### config.mk
export PLATFORM = sky130hd
export DESIGN_NAME = wb_cmd_master
export DESIGN_NICKNAME = d
export VERILOG_FILES = /design/src/rtl/wb_cmd_master.sv
export SDC_FILE = /design/constraint.sdc
export NUM_CORES = 1
export LEC_CHECK = 0
export BUFFER_PORTS_ARGS = -buffer_cell sky130_fd_sc_hd__buf_4
export CORE_MARGIN = 4
export CORE_UTILIZATION = 44
export CTS_BUF_LIST = sky130_fd_sc_hd__clkbuf_16
export CTS_CLUSTER_DIAMETER = 100
export CTS_CLUSTER_SIZE = 10
export DETAILED_ROUTE_END_ITERATION = 8
export HOLD_SLACK_MARGIN = 0.1
export PLACE_DENSITY_LB_ADDON = 0.2
export SKIP_LAST_GASP = 1
export SYNTH_ARGS = -nofsm -noshare
export SYNTH_HDL_FRONTEND = slang
export SYNTH_SLANG_ARGS = --single-unit
### constraint.sdc
create_clock -name wb_clk -period 1.95 [get_ports wb_clk]
set_clock_uncertainty 0.05 [all_clocks]
set_input_delay 0.0975 -clock wb_clk [delete_from_list [all_inputs] [get_ports wb_clk]]
set_output_delay 0.0975 -clock wb_clk [all_outputs]
set_load 0.02 [all_outputs]
### src/rtl/wb_cmd_master.sv
// wb_cmd_master: turns single commands into classic or incrementing-burst Wishbone cycles with streamed write/read data
module wb_cmd_master #(
  parameter int dw = 32,
  parameter int aw = 32
) (
  input  logic            wb_clk,
  input  logic            wb_rst,
  input  logic            cmd_valid,
  output logic            cmd_ready,
  input  logic            cmd_we,
  input  logic [aw-1:0]   cmd_adr,
  input  logic [3:0]      cmd_len,
  input  logic            cmd_burst,
  input  logic            wdat_valid,
  output logic            wdat_ready,
  input  logic [dw-1:0]   wdat,
  input  logic [dw/8-1:0] wsel,
  output logic            rdat_valid,
  output logic [dw-1:0]   rdat,
  output logic            done,
  output logic [1:0]      status,
  output logic [aw-1:0]   wb_adr_o,
  output logic [dw-1:0]   wb_dat_o,
  output logic [dw/8-1:0] wb_sel_o,
  output logic            wb_we_o,
  output logic            wb_cyc_o,
  output logic            wb_stb_o,
  output logic [2:0]      wb_cti_o,
  output logic [1:0]      wb_bte_o,
  input  logic [dw-1:0]   wb_dat_i,
  input  logic            wb_ack_i,
  input  logic            wb_err_i,
  input  logic            wb_rty_i
);
  typedef enum logic [2:0] {IDLE, WDATA, BUS, GAP, DONE} state_t;
  state_t          r_state;
  logic            r_burst;
  logic [3:0]      r_len;
  logic [3:0]      r_cnt;
  logic            w_last;
  logic            w_ack;
  logic            w_bwr;
  assign w_last = r_cnt == r_len;
  assign w_ack = r_state == BUS && wb_ack_i && !wb_err_i && !wb_rty_i;
  // a non-final burst-write ack may take the next word in the same cycle
  assign w_bwr = w_ack && r_burst && wb_we_o && !w_last;
  assign cmd_ready = wb_rst && r_state == IDLE;
  assign wdat_ready = r_state == WDATA || w_bwr;
  assign wb_cyc_o = r_state == BUS || r_state == GAP || (r_state == WDATA && r_cnt != 4'd0);
  assign wb_stb_o = r_state == BUS;
  assign wb_cti_o = (r_state == BUS && r_burst) ? (w_last ? 3'b111 : 3'b010) : 3'b000;
  assign wb_bte_o = 2'b00;
  assign done = r_state == DONE;
  always_ff @(posedge wb_clk or negedge wb_rst) begin
    if (!wb_rst) begin
      r_state    <= IDLE;
      r_burst    <= 1'b0;
      r_len      <= '0;
      r_cnt      <= '0;
      wb_adr_o   <= '0;
      wb_dat_o   <= '0;
      wb_sel_o   <= '0;
      wb_we_o    <= 1'b0;
      rdat       <= '0;
      rdat_valid <= 1'b0;
      status     <= 2'b00;
    end else begin
      rdat_valid <= 1'b0;
      case (r_state)
        IDLE: if (cmd_valid) begin
          wb_we_o  <= cmd_we;
          wb_adr_o <= cmd_adr;
          wb_sel_o <= cmd_we ? wb_sel_o : '1;
          r_len    <= cmd_len;
          r_burst  <= cmd_burst;
          r_cnt    <= '0;
          status   <= 2'b00;
          r_state  <= cmd_we ? WDATA : BUS;
        end
        WDATA: if (wdat_valid) begin
          wb_dat_o <= wdat;
          wb_sel_o <= wsel;
          r_state  <= BUS;
        end
        BUS: if (wb_err_i || wb_rty_i) begin
          status  <= wb_err_i ? 2'b01 : 2'b10;
          r_state <= DONE;
        end else if (wb_ack_i) begin
          if (!wb_we_o) begin
            rdat       <= wb_dat_i;
            rdat_valid <= 1'b1;
          end
          if (w_last) r_state <= DONE;
          else begin
            r_cnt    <= r_cnt + 4'd1;
            wb_adr_o <= wb_adr_o + aw'(dw / 8);
            if (w_bwr && wdat_valid) begin
              wb_dat_o <= wdat;
              wb_sel_o <= wsel;
            end
            r_state <= r_burst ? ((wb_we_o && !wdat_valid) ? WDATA : BUS) : (wb_we_o ? WDATA : GAP);
          end
        end
        GAP: r_state <= BUS;
        DONE: r_state <= IDLE;
        default: r_state <= IDLE;
      endcase
    end
  end
endmodule
Yosys cells after proc, flatten, opt, wreduce, memory -nomap -nowiden
Index checks and enable logic that the tools add are counted.
Widths: inputs -> output; s select.
{"block": "word_totals", "inputBits": 113, "regBits": 116, "output_inout_bits": 114, "wordCells": 104}
{"block": "classes", "reduce_logical": 31, "n_bitwise": 2, "addsub": 2, "n_eq_ne": 14, "n_mux": 44}
{"operator": "$mux 32", "count": 9}
{"operator": "$pmux 32 s2", "count": 2}
{"operator": "$mux 4", "count": 11}
{"operator": "$add 32x3->32 const B", "count": 1}
{"operator": "$mux 3", "count": 7}
{"operator": "$mux 2", "count": 7}
{"operator": "$pmux 3 s4", "count": 1}
{"operator": "$pmux 4 s3", "count": 1}
{"operator": "$logic_and 1x1->1", "count": 11}
{"operator": "$ne 2x2->1 const B", "count": 5}
{"operator": "$pmux 4 s2", "count": 1}
{"operator": "$reduce_and 8->1", "count": 1}
{"operator": "$eq 3x2->1 const B", "count": 2}
{"operator": "$ne 2x1->1 const B", "count": 3}
{"operator": "$reduce_and 3->1", "count": 2}
{"operator": "$reduce_and 6->1", "count": 1}
{"operator": "$reduce_and 5->1", "count": 1}
{"operator": "$add 4x1->4 const B", "count": 1}
{"operator": "$eq 4x4->1", "count": 1}
{"operator": "$logic_not 1->1", "count": 4}
{"operator": "$logic_or 1x1->1", "count": 4}
{"operator": "$mux 1", "count": 4}
{"operator": "$pmux 2 s2", "count": 1}
{"operator": "$reduce_and 4->1", "count": 1}
{"operator": "9 further kinds", "count": 11}

Longest topological paths before layout
{"block": "depth", "ltp_word": 13, "mapped_depth": 9, "ltp_nobuf": 7}

Least setup slack after synthesis
OpenSTA, ideal clock, no wires.
{"block": "synth_path", "path_type": "register to register", "start": "register wb_adr_o[3]", "end": "register wb_adr_o[26]", "setup_time_ns": 0.126, "required_ns": 1.774, "path_slack_ns": -0.326, "stages_incl_launch_ff": 8, "n_path_buf": 1, "t_arrival_ns": 2.100, "synth_period_minus_slack_ns": 2.276, "cell_sequence": "dfrtp_1 ha_1 nand3_2 or4_1 buf_2 nor3_1 o21ai_1 a221o_1"}
{"block": "synth_between", "elab_chain_cells": 5}
{"element": "start, declared", "line_no": "22", "source": "output logic [aw-1:0] wb_adr_o,"}
{"element": "start signal, assigned", "line_no": "72", "source": "wb_adr_o <= cmd_adr;"}
{"element": "start signal, assigned", "line_no": "96", "source": "wb_adr_o <= wb_adr_o + aw'(dw / 8);"}
{"element": "$add 32x3->32", "line_no": "96"}
{"element": "$mux 32", "line_no": "93", "source": "if (w_last) r_state <= DONE;"}
{"element": "$mux 32", "line_no": "88", "source": "end else if (wb_ack_i) begin"}
{"element": "$mux 32", "line_no": "85", "source": "BUS: if (wb_err_i || wb_rty_i) begin"}
{"element": "$pmux 32 s2", "line_no": "69", "source": "case (r_state)"}
Every way passes these cells. The select of a mux whose other input is x is not followed.
A chain may end at the register's enable or synchronous reset.

Worst setup path after layout
{"block": "layout_path", "start": "register r_state[0]", "end": "register wb_dat_o[21]"}
{"block": "layout_between", "elab_chain_cells": 10, "elab_cells_between_ends": 17, "classes_between": "7 x eq/ne; 1 x mux; 9 x reduce/logical"}
{"element": "start, declared", "line_no": "36", "source": "state_t r_state;"}
{"element": "start signal, assigned", "line_no": "78", "source": "r_state <= cmd_we ? WDATA : BUS;"}
{"element": "start signal, assigned", "line_no": "101", "source": "r_state <= r_burst ? ((wb_we_o && !wdat_valid) ? WDATA : BUS) : (wb_we_o ? WDATA : GAP);"}
{"element": "$eq 3x2->1", "line_no": "44, 69"}
{"element": "$logic_and 1x1->1 (3 in a row)", "line_no": "44", "source": "assign w_ack = r_state == BUS && wb_ack_i && !wb_err_i && !wb_rty_i;"}
{"element": "$logic_and 1x1->1 (3 in a row)", "line_no": "46", "source": "assign w_bwr = w_ack && r_burst && wb_we_o && !w_last;"}
{"element": "$logic_and 1x1->1", "line_no": "97", "source": "if (w_bwr && wdat_valid) begin"}
{"element": "$ne 2x1->1 (no source line)"}
{"element": "$reduce_and 6->1 (no source line)"}
{"element": "end signal, assigned", "line_no": "81", "source": "wb_dat_o <= wdat;"}
{"element": "end signal, assigned", "line_no": "98", "source": "wb_dat_o <= wdat;"}
{"element": "end, declared", "line_no": "23", "source": "output logic [dw-1:0] wb_dat_o,"}
Parallel ways exist; a longest one is shown, timed or not.

==> impl_table.tex <==
\begin{tabular}{lr}
\hline
Metric & Value \\
\hline
\multicolumn{2}{l}{\textbf{STA}} \\
\quad Final Hold Viols & 0 \\
\quad Final critical-path setup slack & -0.356 ns \\
\quad Setup violation total in the final timing report & roughly 100 \\
\quad Time the final worst path needs with I/O delays and setup & roughly 2.3 ns \\
\quad Min Hold Slack & between 0.2 and 0.25 ns \\
\quad Max Clk Rate & roughly 430 MHz \\
\quad Period Utilization, post-route & 118\% \\
\quad Number of slew-limit violations in the final report & 0 \\
\quad RSZ-0062 raised after global routing & yes \\
\quad Tightest Pin Transition & 0.624 ns \\
\quad Worst relative slew slack & just under 60\% \\
\multicolumn{2}{l}{\textbf{Pwr}} \\
\quad Power density cells & 1700 mW/mm\^{}2 \\
\quad Sw Ratio & roughly 43\% \\
\quad Worst IR Drop VDD & 0.982 mV \\
\quad Final Power & 17.9 mW \\
\quad Lkg Pwr & 4.86 nW \\
\quad NetSw & 7.62 mW \\
\quad Clock power frac & between 15 and 20\% \\
\quad Cell internal power dissipation & around 10 mW \\
\quad Combinational power share & between 50\% and 60\% \\
\quad Sequential group share of total power & about a quarter \\
\multicolumn{2}{l}{\textbf{Detailed routing}} \\
\quad Initial DRC count & roughly 590 \\
\quad Via count & 6455 \\
\quad Number of routed nets with antenna violations & 0 \\
\quad DRC violations left & 0 \\
\quad First drt pass iteration count & 5 \\
\quad Routed length per placed instance & 24.1 um \\
\quad Average vias per placed instance & a little under 6 \\
\quad Drt total wl & 26800 um \\
\multicolumn{2}{l}{\textbf{Place}} \\
\quad Final GP Congestion & between 0.8 and 0.9 \\
\quad PortBufs & $\sim$220 \\
\quad Placed Instances & a little over 900 \\
\quad Detailed placer's ending HPWL & approximately 13000 um \\
\quad Minimum setup slack after placement & -0.174 ns \\
\quad Total cell area at the placement stage & approximately 0.0079 mm\^{}2 \\
\multicolumn{2}{l}{\textbf{Cells and area}} \\
\quad Area growth from synthesis to layout & 93.7\% \\
\quad Post-layout instance count excluding filler cells & roughly 1100 \\
\quad Fill cells & 518 \\
\quad Cell area after layout & around 0.011 mm\^{}2 \\
\quad Proportion of layout cells with a drive suffix above 1 & 53.5\% \\
\quad Nets@finish & 1045 \\
\multicolumn{2}{l}{\textbf{Synth}} \\
\quad Flip-flop cell with the highest count after synthesis & dfrtp\_1 \\
\quad Leading cell types by total area after synthesis & dfrtp\_1, mux2\_2, mux2\_1 \\
\quad Top cell type's share of synthesized area & a little over half \\
\quad Yosys synthesis warning count & 0 \\
\quad Average cell area after synthesis & between 10 and 15 um\^{}2 \\
\quad Ranking of synthesized cells by instance count & dfrtp\_1, nand2\_1, mux2\_2 \\
\quad Post-synthesis async set-or-reset flop share & 100\% \\
\quad Adder and majority cell fraction of the synthesized area & 0.691\% \\
\quad Complex-gate fraction of the synthesized area & between 10\% and 20\% \\
\quad Post-synthesis xor/xnor area fraction & 0.806\% \\
\quad Synth Register Bits & roughly 120 \\
\quad Number of synthesized flops with an enable pin & 0 \\
\quad Post-synthesis sequential area ratio & approximately 53\% \\
\quad Most common cell in the netlist & dfrtp\_1 \\
\quad Largest family of logic cells by synthesized area & simple AND/OR/NAND/NOR gates \\
\quad Simple-gate portion of the synthesized area & between 10\% and 20\% \\
\quad Share of synthesized area spent on multiplexers & a little over an eighth \\
\quad Count of distinct cell types in the synthesized netlist & 59 \\
\quad Synthesized instance count & 494 \\
\quad Post-synth design cell area & roughly 0.0054 mm\^{}2 \\
\quad Dominant cell type by area after synthesis & dfrtp\_1 \\
\multicolumn{2}{l}{\textbf{CTS}} \\
\quad Number of buffers between clock root and the deepest sink & 2 \\
\quad Total clock buffers created by CTS & 17 \\
\quad CTS root buffer & clkbuf\_16 \\
\quad Clock net sink count & $\sim$120 \\
\quad Number of H-tree levels & 4 \\
\quad Clock tree from TritonCTS & done \\
\quad Clock transition time at the flip-flop clock pins of the worst setup and hold paths & about 0.060 ns \\
\quad Worst-Skew Late Latency & approximately 0.42 ns \\
\multicolumn{2}{l}{\textbf{GRT}} \\
\quad Global routing usage summed across all routing layers & 29.7\% \\
\quad Global route overflow & 0 \\
\quad First-pass GRT wire length & roughly 33000 um \\
\quad Maximum number of pins on one net before global-route repair & between 100 and 150 \\
\quad Initial antenna violation count & 1 \\
\quad Via count of the first global-routing pass & 6033 \\
\multicolumn{2}{l}{\textbf{Floorplanning}} \\
\quad Die area & 0.0142 mm\^{}2 \\
\quad Count of boundary I/O pins & $\sim$230 \\
\quad Effective utilization at floorplan & between 40 and 50\% \\
\quad Cell Rows & 40 \\
\quad Floorplan die width & $\sim$120 um \\
\quad Overall die height & about 120 um \\
\quad Core outline area & approximately 0.012 mm\^{}2 \\
\multicolumn{2}{l}{\textbf{Run status}} \\
\quad Violated checks & negative setup slack \\
\quad Outcome & finished with violations \\
\multicolumn{2}{l}{\textbf{Setup path}} \\
\quad R2r startpoint & r\_state[0] \\
\quad Req. time, crit path & approximately 2.2 ns \\
\quad Nature of the critical path startpoint & flip-flop \\
\quad Arrival time at the worst endpoint & about 2.6 ns \\
\quad Launching instance or port of the critical path & r\_state[0] \\
\quad Biggest fanout along the worst timing path & 7 \\
\quad Sort of element at the end of the critical path & flip-flop \\
\quad Type of the setup path with the least slack & reg2reg \\
\multicolumn{2}{l}{\textbf{Hold path}} \\
\quad Worst hold start & cmd\_valid \\
\quad Tightest Hold Check Type & in2reg \\
\multicolumn{2}{l}{\textbf{Run}} \\
\quad Total of max-cap violations & 0 \\
\hline
\end{tabular}
==> repair_timing <==
item | in CTS | in global routing
pin swaps | 5 | 36
buffers inserted | 7 | 18
hold buffers | 117 | 0
gates resized for setup | 38 | 99
endpoints found under the setup margin | 64 | 105
gates cloned | 2 | 6
hold endpoints to repair | 227 | 0
==> worst max-delay path, stage by stage, from the launching register on <==
cell     delay (ns)
dfrtp_1        0.40
nor2b_2        0.19
buf_4          0.15
and3_1         0.22
nand3_1        0.24
o21ai_4        0.28
buf_12         0.16
buf_12         0.12
mux2_2         0.37
==> kinds of logic (layout without fill, tap and decap cells) <==
logic type / count (synthesis) / count (layout)
flops: 116 / 116
fa+ha+maj: 3 / 3
mux: 65 / 65
simple gates: 164 / 164
other cells: 1 / 5
xor+xnor: 5 / 5
buf+inv: 40 / 486
compound gates: 100 / 100
==> power groups by stage <==
stage	Clock (mW)	Combinational [mW]	Sequential [mW]
3_5_place_dp	0	8.11	4.36
5_1_grt	2.91	10.9	4.73
6_report	2.80	10.5	4.63
2_1_floorplan	0	2.78	5.71
4_1_cts	2.74	8.80	4.37
3_3_place_gp	0	7.96	4.28
==> worst paths after layout <==
path	end	slack (ns)	depth (start not counted)
worst max register to register	wb_dat_o[21]	-0.36	8
worst min-delay path	status[1]	0.24	5
worst min register to register	wb_adr_o[0]	0.43	2
worst max-delay path	wb_dat_o[21]	-0.36	8
max in group asynchronous	wb_adr_o[8]	1.02	3
min in group asynchronous	wb_dat_o[25]	0.31	3
==> state kept, by name, summed over array words and instances, names as in the netlist <==
signal	cells
r_burst	1
status	2
wb_we_o	1
rdat	32
rdat_valid	1
r_cnt	4
wb_sel_o	4
r_len	4
wb_dat_o	32
wb_adr_o	32
r_state	3
==> placed cells by master (no fill, tap or decap), drive strengths merged, types with 3 or more instances in the layout <==
master	synthesis	layout
o221a	4	4
nand2	58	58
or4	6	6
o22ai	4	4
or3	4	4
o32ai	3	3
nor3	10	10
o21ai	26	26
a211oi	3	3
ha	3	3
nand3	16	16
a21oi	28	28
xor2	4	4
dfrtp	116	116
dlygate4sd3	0	117
nor2	28	28
o31ai	5	5
and3	5	5
nor4	6	6
nor3b	7	7
clkbuf	11	21
nand2b	5	5
a2bb2oi	8	8
diode	0	3
inv	12	18
mux2	64	64
buf	17	322
clkinv	0	7
a221o	5	5
a31oi	4	4
nand4	8	8
==> layer usage <==
layer	routed length (um)	vias to the layer above	global-route usage [%]
met5	0	-	0
met4	1490	0	12.4
met3	2160	128	7.03
met2	13600	485	51.9
met1	9610	3180	34.9
li1	-	2662	-
==> cell type report <==
| class | count | area [um^2] | area share (%) |
|---|---|---|---|
| timing repair buffer | 443 | 3920 | 37.3 |
| sequential | 116 | 2930 | 27.8 |
| multi-input combinational | 339 | 2900 | 27.6 |
| clock buffer | 17 | 425 | 4.04 |
| tap | 168 | 210 | 2.00 |
| clock inverter | 14 | 85.1 | 0.809 |
| inverter | 12 | 45.0 | 0.428 |
| antenna | 3 | 7.51 | 0.0714 |
==> through the flow <==
step / utilization (%) / setup TNS, ns
final: 87.2 / -19.88
after global routing: 87.2 / -22.31
after CTS: 81.5 / -6.75
after detailed placement: 65.4 / -3.41
after global placement: 65.4 / -1.31
after floorplan: - / -0.382
Note: power is estimated with default switching activity, not from simulation.
